File: src/rtl/el2_pmp_chan_arb_pkg.sv
// rtl/el2_pmp_chan_arb_pkg.sv - shared types and helpers for the PMP channel arbiter
package el2_pmp_chan_arb_pkg;

  localparam int PMP_ADDR_W = 32;

  typedef enum logic [1:0] {
    READ  = 2'b01,
    WRITE = 2'b10,
    EXEC  = 2'b11
  } el2_pmp_type_pkt_t;

  typedef enum logic [1:0] {
    ARB_IDLE  = 2'd0,
    ARB_CHECK = 2'd1,
    ARB_RESP  = 2'd2
  } el2_pmp_arb_state_e;

  // Requester index width; a single bit is kept even for degenerate counts.
  function automatic int id_width(input int n);
    return (n > 1) ? $clog2(n) : 1;
  endfunction

endpackage

File: src/rtl/el2_pmp_chan_arb_if.sv
// rtl/el2_pmp_chan_arb_if.sv - request/response bundle between requesters and the PMP channel arbiter
interface el2_pmp_chan_arb_if #(
  parameter int NUM_REQ = 3,
  parameter int ID_W    = el2_pmp_chan_arb_pkg::id_width(NUM_REQ)
) ();
  import el2_pmp_chan_arb_pkg::*;

  logic [NUM_REQ-1:0]                 req_valid;
  logic [NUM_REQ-1:0]                 req_ready;
  logic [NUM_REQ-1:0][PMP_ADDR_W-1:0] req_addr;
  el2_pmp_type_pkt_t [NUM_REQ-1:0]    req_type;

  logic                               rsp_valid;
  logic [ID_W-1:0]                    rsp_id;
  logic                               rsp_err;
  logic                               rsp_ready;

  modport master (
    output req_valid, req_addr, req_type, rsp_ready,
    input  req_ready, rsp_valid, rsp_id, rsp_err
  );

  modport slave (
    input  req_valid, req_addr, req_type, rsp_ready,
    output req_ready, rsp_valid, rsp_id, rsp_err
  );

endinterface

File: src/rtl/el2_pmp_chan_arb_rr_pick.sv
// rtl/el2_pmp_chan_arb_rr_pick.sv - combinational round-robin picker starting after rr_ptr
module el2_pmp_rr_pick #(
  parameter int NUM_REQ = 3,
  parameter int ID_W    = el2_pmp_chan_arb_pkg::id_width(NUM_REQ)
) (
  input  logic [NUM_REQ-1:0] req,
  input  logic [ID_W-1:0]    rr_ptr,
  output logic [NUM_REQ-1:0] grant,
  output logic [ID_W-1:0]    idx,
  output logic               any
);

  // Two passes: indices above rr_ptr first, then the wrap-around from 0 up to rr_ptr.
  always_comb begin
    grant = '0;
    idx   = '0;
    any   = 1'b0;
    for (int i = 0; i < NUM_REQ; i++) begin
      if (!any && req[i] && (i > int'(rr_ptr))) begin
        any      = 1'b1;
        grant[i] = 1'b1;
        idx      = ID_W'(i);
      end
    end
    for (int i = 0; i < NUM_REQ; i++) begin
      if (!any && req[i] && (i <= int'(rr_ptr))) begin
        any      = 1'b1;
        grant[i] = 1'b1;
        idx      = ID_W'(i);
      end
    end
  end

endmodule

File: src/rtl/el2_pmp_chan_arb.sv
// rtl/el2_pmp_chan_arb.sv - round-robin sharing of one PMP check channel; RV_PMP_ARB_ERRCNT_EN adds a fault counter
module el2_pmp_chan_arb
  import el2_pmp_chan_arb_pkg::*;
#(
  parameter int NUM_REQ  = 3,
  parameter int ID_W     = id_width(NUM_REQ)
`ifdef RV_PMP_ARB_ERRCNT_EN
  ,
  parameter int ERRCNT_W = 8
`endif
) (
  input  logic                  clk,
  input  logic                  rst,
  el2_pmp_chan_arb_if.slave     bus,
  output logic [PMP_ADDR_W-1:0] pmp_chan_addr,
  output el2_pmp_type_pkt_t     pmp_chan_type,
  input  logic                  pmp_chan_err,
  input  logic                  pmp_cfg_wr
`ifdef RV_PMP_ARB_ERRCNT_EN
  ,
  output logic [ERRCNT_W-1:0]   err_count
`endif
);

  el2_pmp_arb_state_e      state_q, state_d;
  logic [ID_W-1:0]         rr_ptr_q;
  logic [PMP_ADDR_W-1:0]   chan_addr_q;
  el2_pmp_type_pkt_t       chan_type_q;
  logic [ID_W-1:0]         rsp_id_q;
  logic                    rsp_valid_q;
  logic                    rsp_err_q;

  logic [NUM_REQ-1:0]      pick_grant;
  logic [ID_W-1:0]         pick_idx;
  logic                    pick_any;
  logic                    arb_en;
  logic                    accept;
  logic                    check_done;
  logic [PMP_ADDR_W-1:0]   sel_addr;
  logic [1:0]              sel_type;

  el2_pmp_rr_pick #(
    .NUM_REQ (NUM_REQ),
    .ID_W    (ID_W)
  ) u_pick (
    .req    (bus.req_valid),
    .rr_ptr (rr_ptr_q),
    .grant  (pick_grant),
    .idx    (pick_idx),
    .any    (pick_any)
  );

  // One-hot mux of the winning request; avoids a variable index into the request arrays.
  always_comb begin
    sel_addr = '0;
    sel_type = '0;
    for (int i = 0; i < NUM_REQ; i++) begin
      sel_addr = sel_addr | (bus.req_addr[i] & {PMP_ADDR_W{pick_grant[i]}});
      sel_type = sel_type | (bus.req_type[i] & {2{pick_grant[i]}});
    end
  end

  always_comb begin
    state_d = state_q;
    arb_en  = 1'b0;
    case (state_q)
      ARB_IDLE: begin
        arb_en = 1'b1;
        if (pick_any) state_d = ARB_CHECK;
      end
      ARB_CHECK: begin
        if (!pmp_cfg_wr) state_d = ARB_RESP;
      end
      ARB_RESP: begin
        if (bus.rsp_ready) begin
          arb_en  = 1'b1;
          state_d = pick_any ? ARB_CHECK : ARB_IDLE;
        end
      end
      default: state_d = ARB_IDLE;
    endcase
  end

  assign accept        = arb_en & pick_any;
  // A CSR write in the check cycle makes the channel result stale, so it is not captured.
  assign check_done    = (state_q == ARB_CHECK) && !pmp_cfg_wr;
  assign bus.req_ready = arb_en ? pick_grant : '0;

  always_ff @(posedge clk) begin
    if (rst) begin
      state_q     <= ARB_IDLE;
      rr_ptr_q    <= ID_W'(NUM_REQ - 1);
      chan_addr_q <= '0;
      chan_type_q <= READ;
      rsp_id_q    <= '0;
      rsp_valid_q <= 1'b0;
      rsp_err_q   <= 1'b0;
    end else begin
      state_q <= state_d;
      if (accept) begin
        chan_addr_q <= sel_addr;
        chan_type_q <= el2_pmp_type_pkt_t'(sel_type);
        rsp_id_q    <= pick_idx;
        rr_ptr_q    <= pick_idx;
      end
      if (check_done) begin
        rsp_valid_q <= 1'b1;
        rsp_err_q   <= pmp_chan_err;
      end else if ((state_q == ARB_RESP) && bus.rsp_ready) begin
        rsp_valid_q <= 1'b0;
      end
    end
  end

  assign bus.rsp_valid = rsp_valid_q;
  assign bus.rsp_id    = rsp_id_q;
  assign bus.rsp_err   = rsp_err_q;
  assign pmp_chan_addr = chan_addr_q;
  assign pmp_chan_type = chan_type_q;

`ifdef RV_PMP_ARB_ERRCNT_EN
  logic [ERRCNT_W-1:0] err_cnt_q;

  always_ff @(posedge clk) begin
    if (rst) begin
      err_cnt_q <= '0;
    end else if (rsp_valid_q && bus.rsp_ready && rsp_err_q && !(&err_cnt_q)) begin
      err_cnt_q <= err_cnt_q + 1'b1;
    end
  end

  assign err_count = err_cnt_q;
`endif

endmodule

File: src/flat_wrapper.sv
// flat-port wrapper written by rule: the top's interface ports become plain ports
module el2_pmp_chan_arb_flat import el2_pmp_chan_arb_pkg::*;
#(
  parameter int NUM_REQ  = 3,
  parameter int ID_W     = id_width(NUM_REQ)

)
  (clk, rst, pmp_chan_addr, pmp_chan_type, pmp_chan_err, pmp_cfg_wr, bus_req_valid, bus_req_addr, bus_req_type, bus_rsp_ready, bus_req_ready, bus_rsp_valid, bus_rsp_id, bus_rsp_err);
  el2_pmp_chan_arb_if #(.NUM_REQ(NUM_REQ), .ID_W(ID_W)) bus_i ();
  input  logic clk;
  input  logic rst;
  output logic [PMP_ADDR_W-1:0] pmp_chan_addr;
  output el2_pmp_type_pkt_t pmp_chan_type;
  input  logic pmp_chan_err;
  input  logic pmp_cfg_wr;
  input wire logic [$bits(bus_i.req_valid)-1:0] bus_req_valid;
  input wire logic [$bits(bus_i.req_addr)-1:0] bus_req_addr;
  input wire logic [$bits(bus_i.req_type)-1:0] bus_req_type;
  input wire logic [$bits(bus_i.rsp_ready)-1:0] bus_rsp_ready;
  output wire logic [$bits(bus_i.req_ready)-1:0] bus_req_ready;
  output wire logic [$bits(bus_i.rsp_valid)-1:0] bus_rsp_valid;
  output wire logic [$bits(bus_i.rsp_id)-1:0] bus_rsp_id;
  output wire logic [$bits(bus_i.rsp_err)-1:0] bus_rsp_err;
  assign bus_i.req_valid = bus_req_valid;
  assign bus_i.req_addr = bus_req_addr;
  assign bus_i.req_type = bus_req_type;
  assign bus_i.rsp_ready = bus_rsp_ready;
  assign bus_req_ready = bus_i.req_ready;
  assign bus_rsp_valid = bus_i.rsp_valid;
  assign bus_rsp_id = bus_i.rsp_id;
  assign bus_rsp_err = bus_i.rsp_err;
  el2_pmp_chan_arb #(.NUM_REQ(NUM_REQ), .ID_W(ID_W)) u_core (.clk(clk), .rst(rst), .bus(bus_i), .pmp_chan_addr(pmp_chan_addr), .pmp_chan_type(pmp_chan_type), .pmp_chan_err(pmp_chan_err), .pmp_cfg_wr(pmp_cfg_wr));
endmodule
File: config.mk
export PLATFORM = sky130hd
export DESIGN_NAME = el2_pmp_chan_arb_flat
export DESIGN_NICKNAME = d
export VERILOG_FILES = /design/src/rtl/el2_pmp_chan_arb_pkg.sv /design/src/rtl/el2_pmp_chan_arb_if.sv /design/src/rtl/el2_pmp_chan_arb_rr_pick.sv /design/src/rtl/el2_pmp_chan_arb.sv /design/src/flat_wrapper.sv
export SDC_FILE = /design/constraint.sdc
export NUM_CORES = 1
export LEC_CHECK = 0
export CORE_MARGIN = 1
export CORE_UTILIZATION = 36
export CTS_BUF_LIST = sky130_fd_sc_hd__clkbuf_8 sky130_fd_sc_hd__clkbuf_16
export DETAILED_ROUTE_END_ITERATION = 10
export GPL_TIMING_DRIVEN = 0
export PLACE_DENSITY = 0.9
export RECOVER_POWER = 100
export SYNTH_ARGS = -nofsm -noshare
export SYNTH_HDL_FRONTEND = slang
export SYNTH_HIERARCHICAL = 1
export SYNTH_SLANG_ARGS = --single-unit
File: constraint.sdc
create_clock -name clk -period 1.9 [get_ports clk]
set_input_delay 0.38 -clock clk [delete_from_list [all_inputs] [get_ports clk]]
set_output_delay 0.38 -clock clk [all_outputs]
set_load 0.01 [all_outputs]
=== Word level (Yosys, flattened, before mapping) ===
Cells that the tools add are included.

* Multiplexer cells: 24
* Reductions and logical operators: 18
* Magnitude comparators: 4
* Equality and inequality tests: 5
* Divide/modulo/power cells: 0
* Bitwise logic cells: 11
* Add/subtract/negate cells: 0
* Shifts and indexed selects: 0
* $mul: 0

{| class="wikitable"
|+ Operators by type and width
! operator !! count
|-
| bitwise AND 32 bit || 3
|-
| bitwise OR 32 bit || 2
|-
| 2-to-1 mux 1 bit || 14
|-
| 2-to-1 mux 2 bit || 7
|-
| logical AND 1 bit || 10
|-
| bitwise AND 2 bit || 3
|-
| case mux 2 bit (3 select lines) || 1
|-
| logical NOT 1 bit || 5
|-
| != test 2 bit, second input constant || 2
|-
| bitwise OR 2 bit || 2
|-
| 2-to-1 mux 3 bit || 1
|-
| AND reduction 3 bit || 1
|-
| == test 2 x 1 -> 1 bit, second input constant || 1
|-
| == test 2 bit, second input constant || 1
|-
| greater-than comparator 1 x 2 -> 1 bit, first input constant || 1
|-
| greater-than comparator 2 bit, first input constant || 1
|-
| less-or-equal comparator 1 x 2 -> 1 bit, first input constant || 1
|-
| less-or-equal comparator 2 bit, first input constant || 1
|-
| logical NOT 2 bit || 1
|-
| != test 2 x 1 -> 1 bit, second input constant || 1
|-
| case mux 1 bit (2 select lines) || 1
|-
| nonzero test 2 bit || 1
|-
| bitwise AND 1 bit || 1
|}

* Memories kept: 0
* Bits in latches: 0
* Bits in registers: 42
* Word-level logic and storage cells: 69
* RAM bits: 0
* Output and inout port bits: 41
* Input port bits: 110
* Bits in read-only memories: 0

=== Longest topological paths before layout ===
* Depth in word-level cells: 21
* Mapped depth: 6
* Depth with buffers taken out: 4

=== Hierarchy ===
The synthesis kept the hierarchy.

{| class="wikitable"
|+ By module, submodules not included
! module !! cells each !! area an instance (um2) !! times used
|-
| el2_pmp_chan_arb || 204 || 2117.0 || 1
|-
| el2_pmp_rr_pick || 12 || 92.6 || 1
|}

=== Least setup slack after synthesis ===
Ideal clock, no wire load.

* Path type: in2reg
* Start point: input port bus_req_valid[2]
* End point: register u_core.chan_addr_q[16], in the netlist u_core/pmp_chan_addr[16]
* Cell stages on the path: 6
* Library setup time: 0.146 ns
* Required time: 1.754 ns
* Data arrival time: 1.451 ns
* Slack: 0.303 ns
* Cell sequence: nor2b_4 > a22o_1 > buf_2 > buf_2 > a222oi_1 > a211oi_2

* Word-level cells in the longest chain between the ends: 16
* Elaborated cells on any way between the ends: 24
* Those cells by class: mux: 8; bitwise: 6; reduce/logical: 10

{| class="wikitable"
|+ Ends and longest elaborated chain
! element !! RTL line !! RTL
|-
| start, declared || flat_wrapper.sv:16 || <nowiki>input wire logic [$bits(bus_i.req_valid)-1:0] bus_req_valid;</nowiki>
|-
| logical AND 1 bit (2 in series) || el2_pmp_chan_arb_rr_pick.sv:19 || <nowiki>if (!any && req[i] && (i > int'(rr_ptr))) begin</nowiki>
|-
| 2-to-1 mux 1 bit || el2_pmp_chan_arb_rr_pick.sv:19 ||
|-
| logical NOT 1 bit || el2_pmp_chan_arb_rr_pick.sv:26 || <nowiki>if (!any && req[i] && (i <= int'(rr_ptr))) begin</nowiki>
|-
| logical AND 1 bit || el2_pmp_chan_arb_rr_pick.sv:26 ||
|-
| 2-to-1 mux 1 bit || el2_pmp_chan_arb_rr_pick.sv:26 ||
|-
| logical NOT 1 bit || el2_pmp_chan_arb_rr_pick.sv:26 ||
|-
| logical AND 1 bit (2 in series) || el2_pmp_chan_arb_rr_pick.sv:26 ||
|-
| 2-to-1 mux 1 bit || el2_pmp_chan_arb_rr_pick.sv:26 ||
|-
| logical NOT 1 bit || el2_pmp_chan_arb_rr_pick.sv:26 ||
|-
| logical AND 1 bit (2 in series) || el2_pmp_chan_arb_rr_pick.sv:26 ||
|-
| 2-to-1 mux 1 bit * || el2_pmp_chan_arb_rr_pick.sv:26 ||
|-
| via u_core.pick_grant[2] || el2_pmp_chan_arb.sv:33 || <nowiki>logic [NUM_REQ-1:0] pick_grant;</nowiki>
|-
| bitwise AND 32 bit * || el2_pmp_chan_arb.sv:58 || <nowiki>sel_addr = sel_addr | (bus.req_addr[i] & {PMP_ADDR_W{pick_grant[i]}});</nowiki>
|-
| bitwise OR 32 bit * || el2_pmp_chan_arb.sv:58 ||
|-
| end signal, assigned || el2_pmp_chan_arb.sv:101 || <nowiki>chan_addr_q <= sel_addr;</nowiki>
|-
| end, declared || el2_pmp_chan_arb.sv:27 || <nowiki>logic [PMP_ADDR_W-1:0] chan_addr_q;</nowiki>
|}

Mark *: on every way through the listed nets, which the timed path passes. The rest lies on a longest branch.
A chain may end at the register's enable or synchronous reset.

=== Final worst setup path ===
* Start point: register u_core.rr_ptr_q[0]
* End point: output port bus_req_ready[0]

* Word-level cells in the longest chain between the ends: 11
* Elaborated cells on any way between the ends: 12
* Those cells by class: order compare: 2; mux: 4; reduce/logical: 6

{| class="wikitable"
|+ Ends and longest elaborated chain
! element !! RTL line !! RTL
|-
| start, declared || el2_pmp_chan_arb.sv:26 || <nowiki>logic [ID_W-1:0] rr_ptr_q;</nowiki>
|-
| start signal, assigned || el2_pmp_chan_arb.sv:92 || <nowiki>rr_ptr_q <= ID_W'(NUM_REQ - 1);</nowiki>
|-
| start signal, assigned || el2_pmp_chan_arb.sv:104 || <nowiki>rr_ptr_q <= pick_idx;</nowiki>
|-
| greater-than comparator 1 x 2 -> 1 bit || el2_pmp_chan_arb_rr_pick.sv:19 ||
|-
| logical AND 1 bit || el2_pmp_chan_arb_rr_pick.sv:19 ||
|-
| 2-to-1 mux 1 bit || el2_pmp_chan_arb_rr_pick.sv:19 ||
|-
| logical NOT 1 bit || el2_pmp_chan_arb_rr_pick.sv:19 ||
|-
| logical AND 1 bit (2 in series) || el2_pmp_chan_arb_rr_pick.sv:19 ||
|-
| 2-to-1 mux 1 bit * || el2_pmp_chan_arb_rr_pick.sv:19 ||
|-
| logical NOT 1 bit * || el2_pmp_chan_arb_rr_pick.sv:26 ||
|-
| logical AND 1 bit * || el2_pmp_chan_arb_rr_pick.sv:26 ||
|-
| 2-to-1 mux 1 bit * || el2_pmp_chan_arb_rr_pick.sv:26 ||
|-
| via u_core.pick_grant[0] || el2_pmp_chan_arb.sv:33 ||
|-
| 2-to-1 mux 3 bit * || el2_pmp_chan_arb.sv:87 || <nowiki>assign bus.req_ready = arb_en ? pick_grant : '0;</nowiki>
|-
| end, declared || flat_wrapper.sv:20 || <nowiki>output wire logic [$bits(bus_i.req_ready)-1:0] bus_req_ready;</nowiki>
|}

Marks and branches as above.

==> flow_summary.json <==
{
  "yosysTopAreaCell": "dfxtp_1",
  "reg2reg_depth": 6,
  "die_area_um2": 6460,
  "worst_hold_path.num_cells": 3,
  "critPathCaptureType": "primary output",
  "swShare_pct": 29.7,
  "die_h_um": 80.3,
  "cap_viol_max_count": 0,
  "dp_hpwl_um": 6060,
  "cp_max_fo": 6,
  "final_common_cell": "clkdlybuf4s50_1",
  "placedCellCount": 440,
  "syn_nets": 326,
  "antenna_left": 0,
  "cp.required_ns": 1.52,
  "via_count": 2604,
  "place_area_um2": 3790,
  "routedWlPerCell_um": 17.9,
  "drt_iter0_drc": 162,
  "fin_util_pct": 68.3,
  "viasPerCell": 5.74,
  "mostFrequentLayoutCells": "clkdlybuf4s50_1, dfxtp_1, a21oi_1",
  "status": "completed",
  "p_int_mw": 2.02,
  "finalSetupViolations": 0,
  "yosysWarnings": 6,
  "p_leak_nw": 1.55,
  "core_area_um2": 5920,
  "synth_seq_cells": 41,
  "syn2layout_area_growth_pct": 82.9,
  "synth.avg_cell_area_um2": 10.2,
  "numCtsBuffers": 5,
  "peakVddDrop_mv": 0.365,
  "tightest_slew_ns": 0.721,
  "syn_inst": 216,
  "design_area_um2": 4040,
  "comb_power_share_pct": 39.2,
  "gp_congestion": 0.781,
  "synth-main-ff-cell": "dfxtp_1",
  "routed_wl_um": 8120,
  "final.min_clock_period_ns": 1.89,
  "drtPass1Iterations": 5,
  "hold_class": "input port to register",
  "pwr-share-clk_pct": 25.0,
  "fin_cells": 454,
  "synth_edf_count": 0,
  "clkLatencyLatePin_ns": 0.29,
  "grt_start_max_net_pins": 13,
  "clk_pin_slew_ns": 0.08,
  "cts_tree": "done",
  "cp-start-kind": "register",
  "grt_usage_pct": 24.2,
  "cts_root_buf": "clkbuf_8",
  "drc": 0,
  "start_util_pct": 37.3,
  "htreeDepth": 2,
  "finClkSkew_ns": 0.00505,
  "synth.area.top_cells": "dfxtp_1, a211oi_2, a222oi_1, a21oi_1, buf_6",
  "nFillCells": 504,
  "die_w_um": 80.3,
  "crit_top_cell": "buf_6",
  "path_class": "register to primary output",
  "crit_slowest_cell": "dfxtp_4",
  "antenna_found_initial": 0,
  "hold_violations": 0,
  "seq_area_frac_synth_pct": 37.1,
  "io_pins": 151,
  "fin_crit_sh_pct": 99.5,
  "synth_area_um2": 2210,
  "ys_types": 31,
  "slew_violations": 0,
  "max_freq_mhz": 529,
  "clkSinkCount": 41,
  "rsz0062_at_grt": "yes",
  "synth_top_area_share_pct": 37.1,
  "clockBufferDepth": 2,
  "arrival_ns": 1.51,
  "power_density_nw_per_um2": 713,
  "cpPeakStageDelay_ns": 0.36,
  "num_rows": 28,
  "path_cells": "nand2b_4 -> a22o_1 -> buf_6 -> buf_6 -> and2_4 -> buf_6",
  "final_nets": 488,
  "slew_headroom_pct": 51.9,
  "overflow": 0,
  "drive_gt1_share_pct": 23.0,
  "p_switching_mw": 0.856,
  "seqPwrFrac_pct": 35.8,
  "port_buffers": 149,
  "n_antenna_cell": 0,
  "synthArstFlopShare_pct": 0,
  "grt_pass1_wl_um": 11900,
  "grt_pass1_vias": 2489
}
-- flip-flops by register name, indices dropped and copies added, names as in the netlist --
name,cells
u_core/pmp_chan_addr,32
u_core/pmp_chan_type,2
u_core/rr_ptr_q,2
u_core/state_q,2
u_core/bus.rsp_err,1
u_core/bus.rsp_id,1
u_core/bus.rsp_valid,1
-- worst max-delay path: cells and delay by family (launching register included) --
kind | cells | cell delay (ns)
AOI/OAI and AO/OA | 1 | 0.21
DFF | 1 | 0.36
and+or+nand+nor | 2 | 0.28
buffers and inverters | 3 | 0.38
-- repair_timing --
action                     4_1_cts  5_1_grt
setup buffers                    3        5
gates resized for setup         43        6
hold buffers                     0        0
pin swaps                        3        7
setup endpoints to repair       32       13
-- metrics by stage --
step / hold WS (ns) / setup slack, ns / total power [mW] / setup TNS, ns
2_1_floorplan: 0.475 / 0.303 / 1.59 / 0
3_3_place_gp: 0.465 / -0.887 / 2.13 / -15.49
3_5_place_dp: 0.476 / -0.942 / 2.16 / -17.99
4_1_cts: 0.432 / -0.0232 / 2.91 / -0.0480
5_1_grt: 0.462 / -0.0311 / 3.01 / -0.0896
6_report: 0.432 / 0.00872 / 2.88 / 0
-- worst paths after layout --
check / end / slack, ns / startpoint
max: bus_req_ready[0] / 0.009 / u_core/rr_ptr_q[0]
min: u_core/pmp_chan_type[0] / 0.43 / rst
max reg2reg: u_core/pmp_chan_addr[23] / 0.02 / u_core/rr_ptr_q[0]
min reg2reg: u_core/bus.rsp_id[1] / 0.47 / u_core/bus.rsp_id[1]
-- power by group through the flow --
stage | sequential [mW] | clock [mW] | combinational (mW)
4_1_cts | 1.04 | 0.729 | 1.14
3_3_place_gp | 1.05 | 0 | 1.09
2_1_floorplan | 1.09 | 0 | 0.498
3_5_place_dp | 1.05 | 0 | 1.11
6_report | 1.03 | 0.720 | 1.13
5_1_grt | 1.05 | 0.764 | 1.20
-- metal layers --
metal / global-route usage (%) / vias to the layer above / wire (µm)
met5: 0 / - / 0
met4: 6.79 / 0 / 108
met3: 6.93 / 11 / 875
met2: 45.5 / 132 / 4150
met1: 26.0 / 1246 / 2990
li1: - / 1215 / -
-- area by class of cell --
class                      count  area (µm²)  area share, %
clock inverter                 2        33.8          0.836
clock buffer                   6        82.6           2.04
timing repair buffer         157        1560           38.5
multi-input combinational    145        1230           30.5
sequential                    41         826           20.4
buffer                        27         213           5.26
inverter                       1        3.75         0.0929
tap                           75        93.8           2.32
-- cell families after synthesis --
| family | synth area share [%] |
|---|---|
| AO/OA/AOI/OAI | 45.6 |
| flip-flops | 37.1 |
| buffers and inverters | 8.89 |
| AND/OR/NAND/NOR | 7.93 |
| multiplexers | 0.453 |
-- synth_stat cells (3+ instances only) --
cell / instances
buf_4: 6
a211oi_2: 30
a21oi_1: 38
dfxtp_1: 41
a211oi_1: 3
clkbuf_1: 4
a222oi_1: 34
buf_6: 6
a22o_1: 3
and2_1: 3
nor2_1: 7
buf_2: 12
o21ai_0: 4
nor2b_1: 3
(Power assumes the default switching activity.)
